### config.mk
export PLATFORM = sky130hd
export DESIGN_NAME = hazard_ctrl_flat
export DESIGN_NICKNAME = d
export VERILOG_FILES = /design/src/rtl/hazard_if.sv /design/src/rtl/hazard_ctrl.sv /design/src/flat_wrapper.sv
export SDC_FILE = /design/constraint.sdc
export NUM_CORES = 1
export LEC_CHECK = 0
export ABC_CLOCK_PERIOD_IN_PS = 2830
export CORE_MARGIN = 10
export CORE_UTILIZATION = 63
export DETAILED_ROUTE_END_ITERATION = 16
export DONT_BUFFER_PORTS = 1
export PLACE_DENSITY = 0.8
export SYNTH_ARGS = -nofsm -noshare
export SYNTH_HDL_FRONTEND = slang
export SYNTH_SLANG_ARGS = --single-unit
### constraint.sdc
create_clock -name clk -period 2.83 [get_ports clk]
set_clock_uncertainty 0.1 [all_clocks]
set_input_delay 0.4245 -clock clk [delete_from_list [all_inputs] [get_ports clk]]
set_output_delay 0.4245 -clock clk [all_outputs]
set_load 0.03 [all_outputs]
### src/rtl/hazard_if.sv
// Handshake bundle between the pipeline datapath and the hazard controller:
// hazard sources from ID/EX and the stall/flush/hold controls sent back.
interface hazard_if;
    logic [4:0]  ID_rs;
    logic [4:0]  ID_rt;
    logic        ID_usesRt;
    logic        ID_isMD;
    logic        EX_MemRead;
    logic [4:0]  EX_rt;
    logic        EX_BranchTaken;

    logic        PCWrite;
    logic        IF_ID_Write;
    logic        IF_ID_Flush;
    logic        ID_EX_Flush;
    logic        ID_EX_Hold;
    logic        EX_MEM_Flush;
    logic        md_busy;
    logic [1:0]  state;
    logic [15:0] stall_cycles;
    logic [15:0] flush_events;

    modport master (
        output ID_rs, ID_rt, ID_usesRt, ID_isMD, EX_MemRead, EX_rt, EX_BranchTaken,
        input  PCWrite, IF_ID_Write, IF_ID_Flush, ID_EX_Flush, ID_EX_Hold, EX_MEM_Flush,
        input  md_busy, state, stall_cycles, flush_events
    );

    modport slave (
        input  ID_rs, ID_rt, ID_usesRt, ID_isMD, EX_MemRead, EX_rt, EX_BranchTaken,
        output PCWrite, IF_ID_Write, IF_ID_Flush, ID_EX_Flush, ID_EX_Hold, EX_MEM_Flush,
        output md_busy, state, stall_cycles, flush_events
    );
endinterface

### src/rtl/hazard_ctrl.sv
// Hazard controller for the five-stage MIPS pipeline: load-use bubbles, taken
// branch flushes, multi-cycle mul/div freezes and saturating debug counters.
module hazard_ctrl #(
    parameter int unsigned MD_LATENCY = 4
) (
    input  logic    clk,
    input  logic    rst_n,
    hazard_if.slave hz
);
    typedef enum logic [1:0] {
        RUN        = 2'd0,
        LOAD_STALL = 2'd1,
        MD_BUSY    = 2'd2
    } state_e;

    localparam logic [3:0] MD_INIT  = 4'(MD_LATENCY - 32'd1);
    localparam logic       MD_MULTI = (MD_LATENCY > 32'd1);

    state_e      state_q, state_d;
    logic [3:0]  md_cnt_q, md_cnt_d;
    logic [15:0] stall_q, stall_d;
    logic [15:0] flush_q, flush_d;

    logic load_haz_s;
    logic br_flush_s;
    logic pc_write_s;
    logic if_id_write_s;
    logic if_id_flush_s;
    logic id_ex_flush_s;
    logic id_ex_hold_s;
    logic ex_mem_flush_s;
    logic md_busy_s;

    function automatic logic [15:0] sat_inc(input logic [15:0] v);
        return (v == 16'hFFFF) ? v : (v + 16'd1);
    endfunction

    // The ID instruction needs the register the EX load has not produced yet.
    always_comb begin
        load_haz_s = hz.EX_MemRead && (hz.EX_rt != 5'd0) &&
                     ((hz.EX_rt == hz.ID_rs) || (hz.ID_usesRt && (hz.EX_rt == hz.ID_rt)));
    end

    // Next state and pipeline controls; reset forces the pipeline empty.
    always_comb begin
        state_d        = state_q;
        md_cnt_d       = md_cnt_q;
        pc_write_s     = 1'b1;
        if_id_write_s  = 1'b1;
        if_id_flush_s  = 1'b0;
        id_ex_flush_s  = 1'b0;
        id_ex_hold_s   = 1'b0;
        ex_mem_flush_s = 1'b0;
        md_busy_s      = 1'b0;
        br_flush_s     = 1'b0;
        case (state_q)
            RUN, LOAD_STALL: begin
                if (hz.EX_BranchTaken) begin
                    if_id_flush_s = 1'b1;
                    id_ex_flush_s = 1'b1;
                    br_flush_s    = 1'b1;
                    state_d       = RUN;
                end else if ((state_q == RUN) && load_haz_s) begin
                    pc_write_s    = 1'b0;
                    if_id_write_s = 1'b0;
                    id_ex_flush_s = 1'b1;
                    state_d       = LOAD_STALL;
                end else if ((state_q == RUN) && hz.ID_isMD && MD_MULTI) begin
                    md_cnt_d = MD_INIT;
                    state_d  = MD_BUSY;
                end else begin
                    state_d = RUN;
                end
            end
            MD_BUSY: begin
                pc_write_s     = 1'b0;
                if_id_write_s  = 1'b0;
                id_ex_hold_s   = 1'b1;
                ex_mem_flush_s = 1'b1;
                md_busy_s      = 1'b1;
                // A zero count can only come from corruption; leave MD_BUSY rather than wrap.
                if (md_cnt_q <= 4'd1) begin
                    md_cnt_d = 4'd0;
                    state_d  = RUN;
                end else begin
                    md_cnt_d = md_cnt_q - 4'd1;
                    state_d  = MD_BUSY;
                end
            end
            default: begin
                md_cnt_d = 4'd0;
                state_d  = RUN;
            end
        endcase
        if (!rst_n) begin
            pc_write_s     = 1'b0;
            if_id_write_s  = 1'b0;
            if_id_flush_s  = 1'b1;
            id_ex_flush_s  = 1'b1;
            id_ex_hold_s   = 1'b0;
            ex_mem_flush_s = 1'b1;
            md_busy_s      = 1'b0;
            br_flush_s     = 1'b0;
            md_cnt_d       = 4'd0;
            state_d        = RUN;
        end else begin
            md_cnt_d = md_cnt_d;
        end
    end

    // Debug counters: frozen-PC cycles and taken-branch flushes, saturating.
    always_comb begin
        stall_d = stall_q;
        flush_d = flush_q;
        if (!rst_n) begin
            stall_d = 16'd0;
            flush_d = 16'd0;
        end else begin
            if (!pc_write_s) begin
                stall_d = sat_inc(stall_q);
            end else begin
                stall_d = stall_q;
            end
            if (br_flush_s) begin
                flush_d = sat_inc(flush_q);
            end else begin
                flush_d = flush_q;
            end
        end
    end

    // State, mul/div countdown and counters, with synchronous active-low reset.
    always_ff @(posedge clk) begin
        if (!rst_n) begin
            state_q  <= RUN;
            md_cnt_q <= 4'd0;
            stall_q  <= 16'd0;
            flush_q  <= 16'd0;
        end else begin
            state_q  <= state_d;
            md_cnt_q <= md_cnt_d;
            stall_q  <= stall_d;
            flush_q  <= flush_d;
        end
    end

    assign hz.PCWrite      = pc_write_s;
    assign hz.IF_ID_Write  = if_id_write_s;
    assign hz.IF_ID_Flush  = if_id_flush_s;
    assign hz.ID_EX_Flush  = id_ex_flush_s;
    assign hz.ID_EX_Hold   = id_ex_hold_s;
    assign hz.EX_MEM_Flush = ex_mem_flush_s;
    assign hz.md_busy      = md_busy_s;
    assign hz.state        = state_q;
    assign hz.stall_cycles = stall_q;
    assign hz.flush_events = flush_q;
endmodule

### src/flat_wrapper.sv
// flat-port wrapper written by rule: the top's interface ports become plain ports
module hazard_ctrl_flat 
#(
    parameter int unsigned MD_LATENCY = 4
)
  (clk, rst_n, hz_ID_rs, hz_ID_rt, hz_ID_usesRt, hz_ID_isMD, hz_EX_MemRead, hz_EX_rt, hz_EX_BranchTaken, hz_PCWrite, hz_IF_ID_Write, hz_IF_ID_Flush, hz_ID_EX_Flush, hz_ID_EX_Hold, hz_EX_MEM_Flush, hz_md_busy, hz_state, hz_stall_cycles, hz_flush_events);
  hazard_if hz_i ();
  input  logic clk;
  input  logic rst_n;
  input wire logic [$bits(hz_i.ID_rs)-1:0] hz_ID_rs;
  input wire logic [$bits(hz_i.ID_rt)-1:0] hz_ID_rt;
  input wire logic [$bits(hz_i.ID_usesRt)-1:0] hz_ID_usesRt;
  input wire logic [$bits(hz_i.ID_isMD)-1:0] hz_ID_isMD;
  input wire logic [$bits(hz_i.EX_MemRead)-1:0] hz_EX_MemRead;
  input wire logic [$bits(hz_i.EX_rt)-1:0] hz_EX_rt;
  input wire logic [$bits(hz_i.EX_BranchTaken)-1:0] hz_EX_BranchTaken;
  output wire logic [$bits(hz_i.PCWrite)-1:0] hz_PCWrite;
  output wire logic [$bits(hz_i.IF_ID_Write)-1:0] hz_IF_ID_Write;
  output wire logic [$bits(hz_i.IF_ID_Flush)-1:0] hz_IF_ID_Flush;
  output wire logic [$bits(hz_i.ID_EX_Flush)-1:0] hz_ID_EX_Flush;
  output wire logic [$bits(hz_i.ID_EX_Hold)-1:0] hz_ID_EX_Hold;
  output wire logic [$bits(hz_i.EX_MEM_Flush)-1:0] hz_EX_MEM_Flush;
  output wire logic [$bits(hz_i.md_busy)-1:0] hz_md_busy;
  output wire logic [$bits(hz_i.state)-1:0] hz_state;
  output wire logic [$bits(hz_i.stall_cycles)-1:0] hz_stall_cycles;
  output wire logic [$bits(hz_i.flush_events)-1:0] hz_flush_events;
  assign hz_i.ID_rs = hz_ID_rs;
  assign hz_i.ID_rt = hz_ID_rt;
  assign hz_i.ID_usesRt = hz_ID_usesRt;
  assign hz_i.ID_isMD = hz_ID_isMD;
  assign hz_i.EX_MemRead = hz_EX_MemRead;
  assign hz_i.EX_rt = hz_EX_rt;
  assign hz_i.EX_BranchTaken = hz_EX_BranchTaken;
  assign hz_PCWrite = hz_i.PCWrite;
  assign hz_IF_ID_Write = hz_i.IF_ID_Write;
  assign hz_IF_ID_Flush = hz_i.IF_ID_Flush;
  assign hz_ID_EX_Flush = hz_i.ID_EX_Flush;
  assign hz_ID_EX_Hold = hz_i.ID_EX_Hold;
  assign hz_EX_MEM_Flush = hz_i.EX_MEM_Flush;
  assign hz_md_busy = hz_i.md_busy;
  assign hz_state = hz_i.state;
  assign hz_stall_cycles = hz_i.stall_cycles;
  assign hz_flush_events = hz_i.flush_events;
  hazard_ctrl #(.MD_LATENCY(MD_LATENCY)) u_core (.clk(clk), .rst_n(rst_n), .hz(hz_i));
endmodule
; After elaboration in Yosys (flattened, before gate mapping)
; Cells that the tools add are included.
[totals]
mem_bits_ro = 0
memories = 0
ram_bits = 0
in_bits = 21
ff_bits = 38
latchBits = 0
[op_classes]
bitwise = 3
n_eq_ne = 9
n_lt_le_gt_ge = 1
reduce_logical = 12
n_mux = 25
div = 0
add_sub_neg = 3
n_mul = 0
shift = 0
[op_table]
columns = op, n
row1 = $add 16x1->16 const B, 2
row2 = $eq 16x16->1 const B, 2
row3 = $mux 4, 4
row4 = $mux 1, 14
row5 = $eq 5x5->1, 2
row6 = $mux 2, 4
row7 = $pmux 4 s2, 1
row8 = $logic_and 1x1->1, 5
row9 = $reduce_bool 5->1, 1
row10 = $le 4x1->1 const B, 1
row11 = $ne 2x2->1 const B, 2
row12 = $pmux 2 s2, 1
row13 = $reduce_and 2->1, 2
row14 = $sub 4x1->4 const B, 1
row15 = $not 1->1, 3
row16 = $reduce_and 3->1, 1
row17 = $eq 2x1->1 const B, 1
row18 = $eq 2x2->1 const B, 1
row19 = $logic_not 2->1, 1
row20 = $ne 2x1->1 const B, 1
row21 = $pmux 1 s2, 1
row22 = $reduce_or 2->1, 1
row23 = $logic_or 1x1->1, 1

; Depth between registers and ports, before layout
; Gate-level depths: netlist of run 1.
[depth]
word_depth = 11
depth_mapped = 9
ltp_nobuf = 7

; Worst setup path after synthesis of run 1
; Ideal clock, no wire load.
[synth_timing]
path_type = register -> output
startpoint = register u_core.state_q[0] (netlist: u_core.hz.state[0])
endpoint = output hz_PCWrite
path_slack_ns = 0.273
arrival_ns = 2.032
path_buffers = 1
stages_incl_launch_ff = 5
path_cell_list = dfxtp_1 > and2b_1 > or2b_2 > a21oi_1 > buf_4
[synth_via]
elab_chain_len = 6
[synth_lines]
columns = item, line
row1 = from (decl), hazard_ctrl.sv:19  ; state_e state_q, state_d;
row2 = from (signal assigned), hazard_ctrl.sv:140  ; state_q <= state_d;
row3 = $logic_not 2->1, n/a
row4 = $logic_and 1x1->1, hazard_ctrl.sv:63  ; end else if ((state_q == RUN) && load_haz_s) begin
row5 = $mux 1 (2 in series), n/a
row6 = $pmux 1 s2 (*), n/a
row7 = $mux 1 (*), n/a
row8 = to (decl), flat_wrapper.sv:17  ; output wire logic [$bits(hz_i.PCWrite)-1:0] hz_PCWrite;
; Mark *: on every way between the ends. The rest lies on a longest branch, timed or not.

; Final worst setup path of run 1
[layout_timing]
startpoint = register u_core.stall_q[6] (netlist: u_core.hz.stall_cycles[6])
endpoint = register u_core.stall_q[1] (netlist: u_core.hz.stall_cycles[1])
[layout_via]
elab_chain_len = 3
[layout_lines]
columns = item, line
row1 = from (decl), hazard_ctrl.sv:21  ; logic [15:0] stall_q, stall_d;
row2 = from (signal assigned), hazard_ctrl.sv:142  ; stall_q <= stall_d;
row3 = $eq 16x16->1, hazard_ctrl.sv:35  ; return (v == 16'hFFFF) ? v : (v + 16'd1);
row4 = $not 1->1 (no source line), n/a
row5 = $reduce_and 2->1 (no source line), n/a
; Every way passes these cells.
; A chain may end at the register's enable or synchronous reset.

==> metrics.yaml, run 1 <==
grt_pass1_vias: 1681
async_flop_share_pct: 0
post_cts_buffers: 0
cts_tree: "done"
rsz0062_at_grt: "no"
dp.cells: 296
critPathKind: "reg -> reg"
netlist.area_leader.share_pct: 34.7
remaining_drc_errors: 0
hold_ws_ns: 0.0917
layout.nets: 282
htreeDepth: 2
power_density_nw_per_um2: 417
grt_pass1_wl_um: 8140
grt_overflow: 0
startpoint_type: "register"
final.setup.tns_ns: 0
track_usage_pct: 15.8
cp_max_fo: 29
yosysTopAreaCell: "dfxtp_1"
multiInputGateArea_um2: 1320
num_rows: 21
gp_congestion: 0.806
ys_warn_count: 0
avgSynthCellArea_um2: 9.02
timing.rr.start: "u_core.hz.stall_cycles[6]"
syn_inst: 243
vias_per_cell: 5.97
synth-main-ff-cell: "dfxtp_1"
r2r_end: "u_core.hz.stall_cycles[1]"
ys_seq_area_share_pct: 34.7
hold_viol_final: 0
clk_latency_ns: 0.35
worst_pin_slew_ns: 0.655
setup_ws_ns: 0.416
r2r_slack_ns: 0.42
fillers: 277
hold_path_class: "in -> reg"
wl_per_cell_um: 16.1
initial_core_util_pct: 65.7
hpwl_um: 3680
clock_path_buffers: 2
p_leak_nw: 0.824
pre_cts_slack_ns: 0.430
drv_slew: 0
drt-initial-drc-count: 101
synth_area_um2: 2190
synth.area.top_cells: "dfxtp_1 (35%), xnor2_1 (9.2%), and2_1 (4.9%)"
fin_crit_sh_pct: 85.3
pin_count: 62
clock.fmax_ghz: 0.414
worstRegToRegCells: 6
fin_cells: 302
synth-edff-count: 0
endpoint: "u_core.hz.stall_cycles[1]"
cts_root_buffer: "clkbuf_4"
coreArea_um2: 3340
portBuffers: 0
cap_violations: 0
grt_max_degree: 43
ys_seq_elements: 38
cts.sinks: 38
die_y_um: 79.0
setup_viol_count_final: 0
synth.distinct_cells: 53
seq_area_um2: 761
layout-drive-gt1-share_pct: 21.9
cp-startpoint: "u_core.hz.stall_cycles[6]"
worst_ep_required_time_ns: 2.98
dieArea_um2: 6240
post-synth-top-count-cell: "dfxtp_1"
hold_buffers: 0
drt_first_pass_iters: 4
dieWidth_um: 79.0
cts_buffers: 5
syn2layout_area_growth_pct: 7.14
synth_common_cells: "dfxtp_1 (38), xnor2_1 (23), and2_1 (17), nand3_1 (16), nand2_1 (13)"
num_vias: 1803
cp_data_arrival_time_ns: 2.56
routed_wl_um: 4860
critPathCaptureType: "register"
syn_nets: 268
vdd_drop_max_uv: 353
ant_nets: 0
fin_crit_ns: 2.41
antenna_found_initial: 0
cts.clk_slew.worst_paths_ns: 0.11
antenna_cells: 0
status: "finished clean"
slew_headroom_pct: 56.3
cts_resized: 0
-- layout by cell type, fill, tap and decap left out, drive strengths merged, types with 5 or more instances in the layout --
cell type	n
dfxtp	38
xnor2	23
o21ai	20
and2	19
buf	17
nand3	16
nand2	13
a21boi	13
or3	13
nand4	9
inv	8
and3	8
a21oi	6
clkbuf	6
nor2	5
-- stage by stage --
step | total power [mW] | utilization, % | area (um^2)
3_5_place_dp | 0.711 | 68.8 | 2300
4_1_cts | 0.988 | 70.3 | 2350
2_1_floorplan | 0.695 | - | 2190
5_1_grt | 1.02 | 70.3 | 2350
6_report | 0.980 | 70.3 | 2350
3_3_place_gp | 0.705 | 68.8 | 2300
-- cells by family (layout without fill, tap and decap cells) --
group | Yosys count | count (layout) | synth area share, %
fa+ha+maj | 4 | 4 | 2.28
simple gates | 103 | 103 | 28.8
flops | 38 | 38 | 34.7
compound gates | 55 | 55 | 19.1
buf+inv | 18 | 31 | 5.03
mux | 1 | 1 | 0.457
xor+xnor | 24 | 24 | 9.59
-- how the worst min path moves through the flow --
stage / startpoint / cells past startpoint / slack (ns) / endpoint
detailed placement: u_core.md_cnt_q[2] / 1 / 0.40 / u_core.md_cnt_q[2]
global placement: u_core.md_cnt_q[2] / 1 / 0.39 / u_core.md_cnt_q[2]
global route: rst_n / 1 / 0.07 / u_core.md_cnt_q[3]
finish: rst_n / 1 / 0.09 / u_core.md_cnt_q[3]
floorplan: u_core.md_cnt_q[2] / 1 / 0.36 / u_core.md_cnt_q[2]
CTS: rst_n / 1 / 0.08 / u_core.md_cnt_q[3]
-- sequential cells by signal, summed over array words and instances (netlist names) --
signal / count
u_core.hz.stall_cycles: 16
u_core.hz.flush_events: 16
u_core.md_cnt_q: 4
u_core.hz.state: 2
-- metal layers --
metal	vias to the layer above	global-route usage, %	wire, um
met5	-	0	0
li1	897	-	-
met1	835	18.5	2010
met3	8	7.32	613
met2	63	24.2	2160
met4	0	6.63	76
-- worst max-delay path, cell delays in order (launching register included) --
cell and delay, ns:
dfxtp_1 0.60, and4_2 0.34, nand4_1 0.17, o21a_4 0.27, a21oi_4 0.50, mux2i_1 0.26, nor2b_1 0.07
-- report_power, final --
group,switching (mW),internal [mW],leakage (nW)
Combinational,0.0807,0.0562,0.487
Sequential,0.0138,0.547,0.307
Clock,0.170,0.112,0.0302
-- area by class of cell --
cell class              count  share of cell area [%]
flip-flops and latches     38                    32.4
repair buffers             17                    5.44
well taps                  46                    2.45
inverters                   8                    1.28
multi-input cells         187                    56.2
clock buffers               6                    2.19
Power figures use the tool's default switching activity.
==> inputs of run 2 (changes only) <==
==> constraint.sdc (replaced) <==
create_clock -name clk -period 2.83 [get_ports clk]
set_clock_uncertainty 0.1 [all_clocks]
set_input_delay 0.4245 -clock clk [delete_from_list [all_inputs] [get_ports clk]]
set_output_delay 0.4245 -clock clk [all_outputs]
set_load 0.05 [all_outputs]
==> run 2 against run 1 <==
Against the previous run: maximum frequency is 4.1% lower; worst setup slack worse by 0.10 ns; flip-flop and latch count is the same; power grew 4.3%; die area did not move; combinational power up 22%; routed wire length is 5.6% higher; clock power is 5% higher; utilization is 4.3 points higher.
==> metrics.yaml, run 2 (synthesis results as in run 1) <==
dieArea_um2: 6240  # unchanged
cpMaxStageDelayCell: "o21ai_1"
vdd_drop_max_uv: 327  # -7.4%
hold_path_class: "in -> reg"
pin_count: 62  # unchanged
crit_chain: "o21ai_1 > o21bai_1 > buf_4"
coreArea_um2: 3340  # unchanged
vias_per_cell: 5.86  # -1.9%
worstRegToRegCells: 6  # unchanged
finish.utilization_pct: 74.7  # +4.3 points
drt-met1-wl_um: 2150  # +7.3%
htreeDepth: 2  # unchanged
remaining_drc_errors: 0  # unchanged
syn2layout_area_growth_pct: 13.8
post_cts_buffers: 0  # unchanged
grt_overflow: 0  # unchanged
wl_per_cell_um: 16.0  # -0.32%
final_common_cell: "dfxtp_1"
cts.clk_slew.worst_paths_ns: 0.11  # about the same
r2r_slack_ns: 0.46  # +0.04 ns
clock_path_buffers: 2  # unchanged
cts_buffers: 5  # unchanged
num_vias: 1875  # +4.0%
dieWidth_um: 79.0  # unchanged
routed_wl_um: 5130  # +5.6%
worst_pin_slew_ns: 0.986  # +0.331 ns
min_to: "u_core.hz.flush_events[0]"
timing.rr.start: "u_core.hz.state[0]"
power_density_nw_per_um2: 410  # -1.8%
fin_crit_sh_pct: 88.9  # +3.6 points
gp_congestion: 0.814  # +1.0%
cts_root_buffer: "clkbuf_4"
critPathCaptureType: "output port"
cap_violations: 0  # unchanged
die_y_um: 79.0  # unchanged
critPathKind: "reg -> out"
mostFrequentLayoutCells: "dfxtp_1 (38), buf_4 (32), xnor2_1 (23)"
status: "finished clean"
rsz0062_at_grt: "no"
setup_viol_count_final: 0  # unchanged
cts_resized: 0  # unchanged
grt_pass1_vias: 1749  # +4.0%
hold_ws_ns: 0.0921  # +0.000320 ns
swShare_pct: 28.6  # +1.6 points
min_from: "rst_n"
p_comb_share_pct: 16.4  # +2.4 points
grt_pass1_wl_um: 8410  # +3.3%
routed.top_layer: "met4"
clk_latency_ns: 0.35  # about the same
hold_buffers: 0  # unchanged
slowest_delay_ns: 0.81  # +0.21 ns
slew_headroom_pct: 33.8  # -23 points
layout.nets: 298  # +5.7%
drt_first_pass_iters: 4  # unchanged
critical-path-top-delay-family: "compound AO/OA/AOI/OAI gates"
portBuffers: 0  # unchanged
drv_slew: 0  # unchanged
hpwl_um: 3960  # +7.7%
clkPwrFrac_pct: 29.0  # +0.2 points
initial_core_util_pct: 65.7  # unchanged
worst_ep_required_time_ns: 2.31  # -0.67 ns
layout-drive-gt1-share_pct: 27.0  # +5.1 points
p_switching_mw: 0.292  # +10%
timing.critical_path.buf_inv: 1  # +1
final.setup.tns_ns: 0  # unchanged
dr_wl_met2_um: 2350  # +8.9%
min_path_cells: 1  # unchanged
p_leak_nw: 0.921  # +12%
hold_viol_final: 0  # unchanged
cp_data_arrival_time_ns: 1.99  # -0.57 ns
drt-initial-drc-count: 194  # +92%
startpoint_type: "register"
antenna_cells: 0  # unchanged
fin_crit_ns: 2.52  # +0.102 ns
cts_tree: "done"
cts.sinks: 38  # unchanged
clock.fmax_ghz: 0.397  # -4.1%
power_frac_seq_pct: 54.6  # -2.6 points
fillers: 274  # -1.1%
setup_ws_ns: 0.314  # -0.102 ns
track_usage_pct: 16.4  # +0.57 points
met3WireLength_um: 561  # -8.5%
cp_max_fo: 9  # -69%
pre_cts_slack_ns: 0.459  # +0.0299 ns
num_rows: 21  # unchanged
r2r_end: "u_core.hz.stall_cycles[15]"
ant_nets: 0  # unchanged
antenna_found_initial: 0  # unchanged
intPower_mw: 0.730  # +2.0%
grt_max_degree: 43  # unchanged
-- run 2: worst max path at each step --
| stage | depth (start not counted) | startpoint | to | slack (ns) |
|---|---|---|---|---|
| 2_1_floorplan | 4 | u_core.hz.state[0] | hz_PCWrite | 0.08 |
| 3_3_place_gp | 6 | hz_EX_rt[0] | u_core.hz.stall_cycles[1] | 0.47 |
| 3_5_place_dp | 6 | hz_EX_rt[0] | u_core.hz.stall_cycles[1] | 0.46 |
| 4_1_cts | 3 | u_core.hz.state[1] | hz_ID_EX_Flush | 0.28 |
| 5_1_grt | 3 | u_core.hz.state[1] | hz_ID_EX_Flush | 0.22 |
| 6_report | 3 | u_core.hz.state[1] | hz_ID_EX_Flush | 0.31 |
-- run 2: layout make-up --
type                            instances  area, um^2  area share [%]
Clock inverter                          1        5.00           0.201
Sequential cell                        38         761            30.5
Clock buffer                            7        55.1            2.21
Tap cell                               46        57.6            2.31
Inverter                                8        30.0            1.20
Multi-Input combinational cell        187        1320            53.1
Timing Repair Buffer                   33         260            10.4
-- run 2: stage by stage --
stage	cell area, um^2	instances	total power [mW]
after floorplan	2190	243	0.717
after global placement	2430	312	0.734
after detailed placement	2430	312	0.738
after CTS	2490	320	1.03
after global routing	2490	320	1.06
final	2490	320	1.02
-- run 2: worst register-to-register path, delay by kind of cell, from the launching register on --
family,cells,cell delay (ns)
AOI/OAI and AO/OA,4,1.05
and+or+nand+nor,2,0.72
DFF,1,0.43
-- run 2: power groups by stage --
| stage | registers, mW | clock network, mW | logic (mW) |
|---|---|---|---|
| after CTS | 0.558 | 0.303 | 0.168 |
| after detailed placement | 0.570 | 0 | 0.167 |
| after global routing | 0.561 | 0.322 | 0.181 |
| final | 0.558 | 0.297 | 0.167 |
| after floorplan | 0.599 | 0 | 0.119 |
| after global placement | 0.570 | 0 | 0.165 |
-- run 2: metal layers --
layer,global-route usage (%),vias to the layer above
li1,-,930
met1,18.8,877
met2,26.0,61
met3,7.43,7
met4,6.09,0
met5,0,-
==> inputs of run 3 (changes only) <==
--- a/config.mk
+++ b/config.mk
@@ -5,7 +5,7 @@
 export SDC_FILE = /design/constraint.sdc
 export NUM_CORES = 1
 export LEC_CHECK = 0
-export ABC_CLOCK_PERIOD_IN_PS = 2830
+export ABC_CLOCK_PERIOD_IN_PS = 2500
 export CORE_MARGIN = 10
 export CORE_UTILIZATION = 63
 export DETAILED_ROUTE_END_ITERATION = 16
==> constraint.sdc (replaced) <==
create_clock -name clk -period 2.5 [get_ports clk]
set_clock_uncertainty 0.1 [all_clocks]
set_input_delay 0.375 -clock clk [delete_from_list [all_inputs] [get_ports clk]]
set_output_delay 0.375 -clock clk [all_outputs]
set_load 0.05 [all_outputs]
==> run 3 against run 2 <==
Against the previous run: sequential power grew 13%; register-to-register slack lost 0.14 ns; utilization increased by 1.5 points.
==> metrics.yaml, run 3 (synthesis results as in run 1) <==
portBuffers: 0  # unchanged
cp_max_fo: 6  # -3
worstRegToRegCells: 8  # +2
timing.rr.start: "u_core.hz.stall_cycles[0]"
mostFrequentLayoutCells: "dfxtp_1 (38), buf_4 (36), xnor2_1 (23)"
coreArea_um2: 3340  # unchanged
cp-startpoint: "u_core.hz.state[0]"
cap_violations: 0  # unchanged
critPathCaptureType: "output port"
final_common_cell: "dfxtp_1"
htreeDepth: 2  # unchanged
fillers: 242  # -12%
die_y_um: 79.0  # unchanged
fin_crit_ns: 2.35
critPathKind: "reg -> out"
p_leak_nw: 0.951  # +3.3%
final_design_area_no_fill_um2: 2540  # +2.0%
cts_tree: "done"
min_path_cells: 1  # unchanged
drv_slew: 0  # unchanged
num_rows: 21  # unchanged
worst_pin_slew_ns: 1.03  # +0.0467 ns
syn2layout_area_growth_pct: 16.0
track_usage_pct: 16.0  # -0.36 points
num_vias: 1863  # -0.64%
antenna_found_initial: 0  # unchanged
grt_max_degree: 43  # unchanged
clock.fmax_ghz: 0.425
worst_ep_required_time_ns: 2.03  # -0.28 ns
finish.utilization_pct: 76.2  # +1.5 points
hold_viol_final: 0  # unchanged
vias_per_cell: 5.73  # -2.2%
cts_buffers: 5  # unchanged
vdd_drop_max_uv: 432  # +32%
cp_data_arrival_time_ns: 1.88  # -0.11 ns
slew_headroom_pct: 31.1  # -2.7 points
grt_overflow: 0  # unchanged
hold_buffers: 0  # unchanged
fin_crit_sh_pct: 94.1
cts_resized: 0  # unchanged
layout-drive-gt1-share_pct: 28.3  # +1.3 points
layout.nets: 303  # +1.7%
clock_path_buffers: 2  # unchanged
cts_root_buffer: "clkbuf_4"
ant_nets: 0  # unchanged
seq_area_um2: 761  # unchanged
hold_path_class: "in -> reg"
dp.cells: 317  # +1.6%
hpwl_um: 4010  # +1.2%
setup_viol_count_final: 0  # unchanged
drt_first_pass_iters: 5  # +1
grt_pass1_wl_um: 8260  # -1.8%
r2r_slack_ns: 0.32  # -0.14 ns
final.setup.tns_ns: 0  # unchanged
post_cts_buffers: 0  # unchanged
status: "finished clean"
power_mw: 1.17  # +14%
fin_cells: 325  # +1.6%
r2r_end: "u_core.hz.stall_cycles[15]"
rsz0062_at_grt: "no"
wl_per_cell_um: 15.7  # -2.1%
dieWidth_um: 79.0  # unchanged
dpl_cell_area_um2: 2480  # +2.1%
drt-initial-drc-count: 187  # -3.6%
cts.sinks: 38  # unchanged
antenna_cells: 0  # unchanged
multiInputGateArea_um2: 1320  # unchanged
initial_core_util_pct: 65.7  # unchanged
pin_count: 62  # unchanged
routed_wl_um: 5100  # -0.60%
dieArea_um2: 6240  # unchanged
clk_latency_ns: 0.35  # about the same
cts.clk_slew.worst_paths_ns: 0.12  # about the same
remaining_drc_errors: 0  # unchanged
endpoint: "hz_ID_EX_Hold"
grt_pass1_vias: 1755  # +0.34%
startpoint_type: "register"
power_density_nw_per_um2: 459  # +12%
gp_congestion: 0.819  # +0.63%
## run 3: cell count changes in the layout (fill, tap and decap cells not counted)
cell and delta:
buf_12 +1, buf_4 +4
## run 3: worst min path at each step
stage / startpoint / endpoint / slack, ns
final: rst_n / u_core.hz.flush_events[12] / 0.04
after global routing: rst_n / u_core.hz.flush_events[9] / 0.02
after CTS: rst_n / u_core.hz.flush_events[15] / 0.03
after detailed placement: u_core.md_cnt_q[2] / u_core.md_cnt_q[2] / 0.40
after global placement: u_core.md_cnt_q[2] / u_core.md_cnt_q[2] / 0.38
after floorplan: u_core.md_cnt_q[2] / u_core.md_cnt_q[2] / 0.36
## run 3: metrics by stage
stage	hold slack (ns)	setup slack, ns
after floorplan	0.356	-0.197
after global routing	0.0234	0.0474
after global placement	0.380	0.353
after detailed placement	0.397	0.326
final	0.0414	0.146
after CTS	0.0292	0.126
## run 3: layout make-up
cell class	count	area share, %
sequential	38	29.9
inverter	8	1.18
clock buffer	7	2.17
multi-input combinational	187	52.1
timing repair buffer	38	12.2
clock inverter	1	0.197
tap	46	2.26
## run 3: worst max-delay path: stages, from the launching register on
cell     delay [ns]
dfxtp_1        0.38
and2b_1        0.30
and2_1         0.84
## run 3: routing by layer
layer | track usage (%) | vias to the layer above | wire [um]
met5 | 0 | - | 0
met4 | 4.84 | 0 | 22
met3 | 7.88 | 2 | 614
met2 | 25.3 | 69 | 2320
met1 | 18.6 | 858 | 2140
li1 | - | 934 | -
## run 3: report_power, final
| group | switching (mW) | leakage, nW | internal, mW |
|---|---|---|---|
| Combinational | 0.121 | 0.609 | 0.0768 |
| Clock | 0.201 | 0.0353 | 0.136 |
| Sequential | 0.0124 | 0.307 | 0.619 |
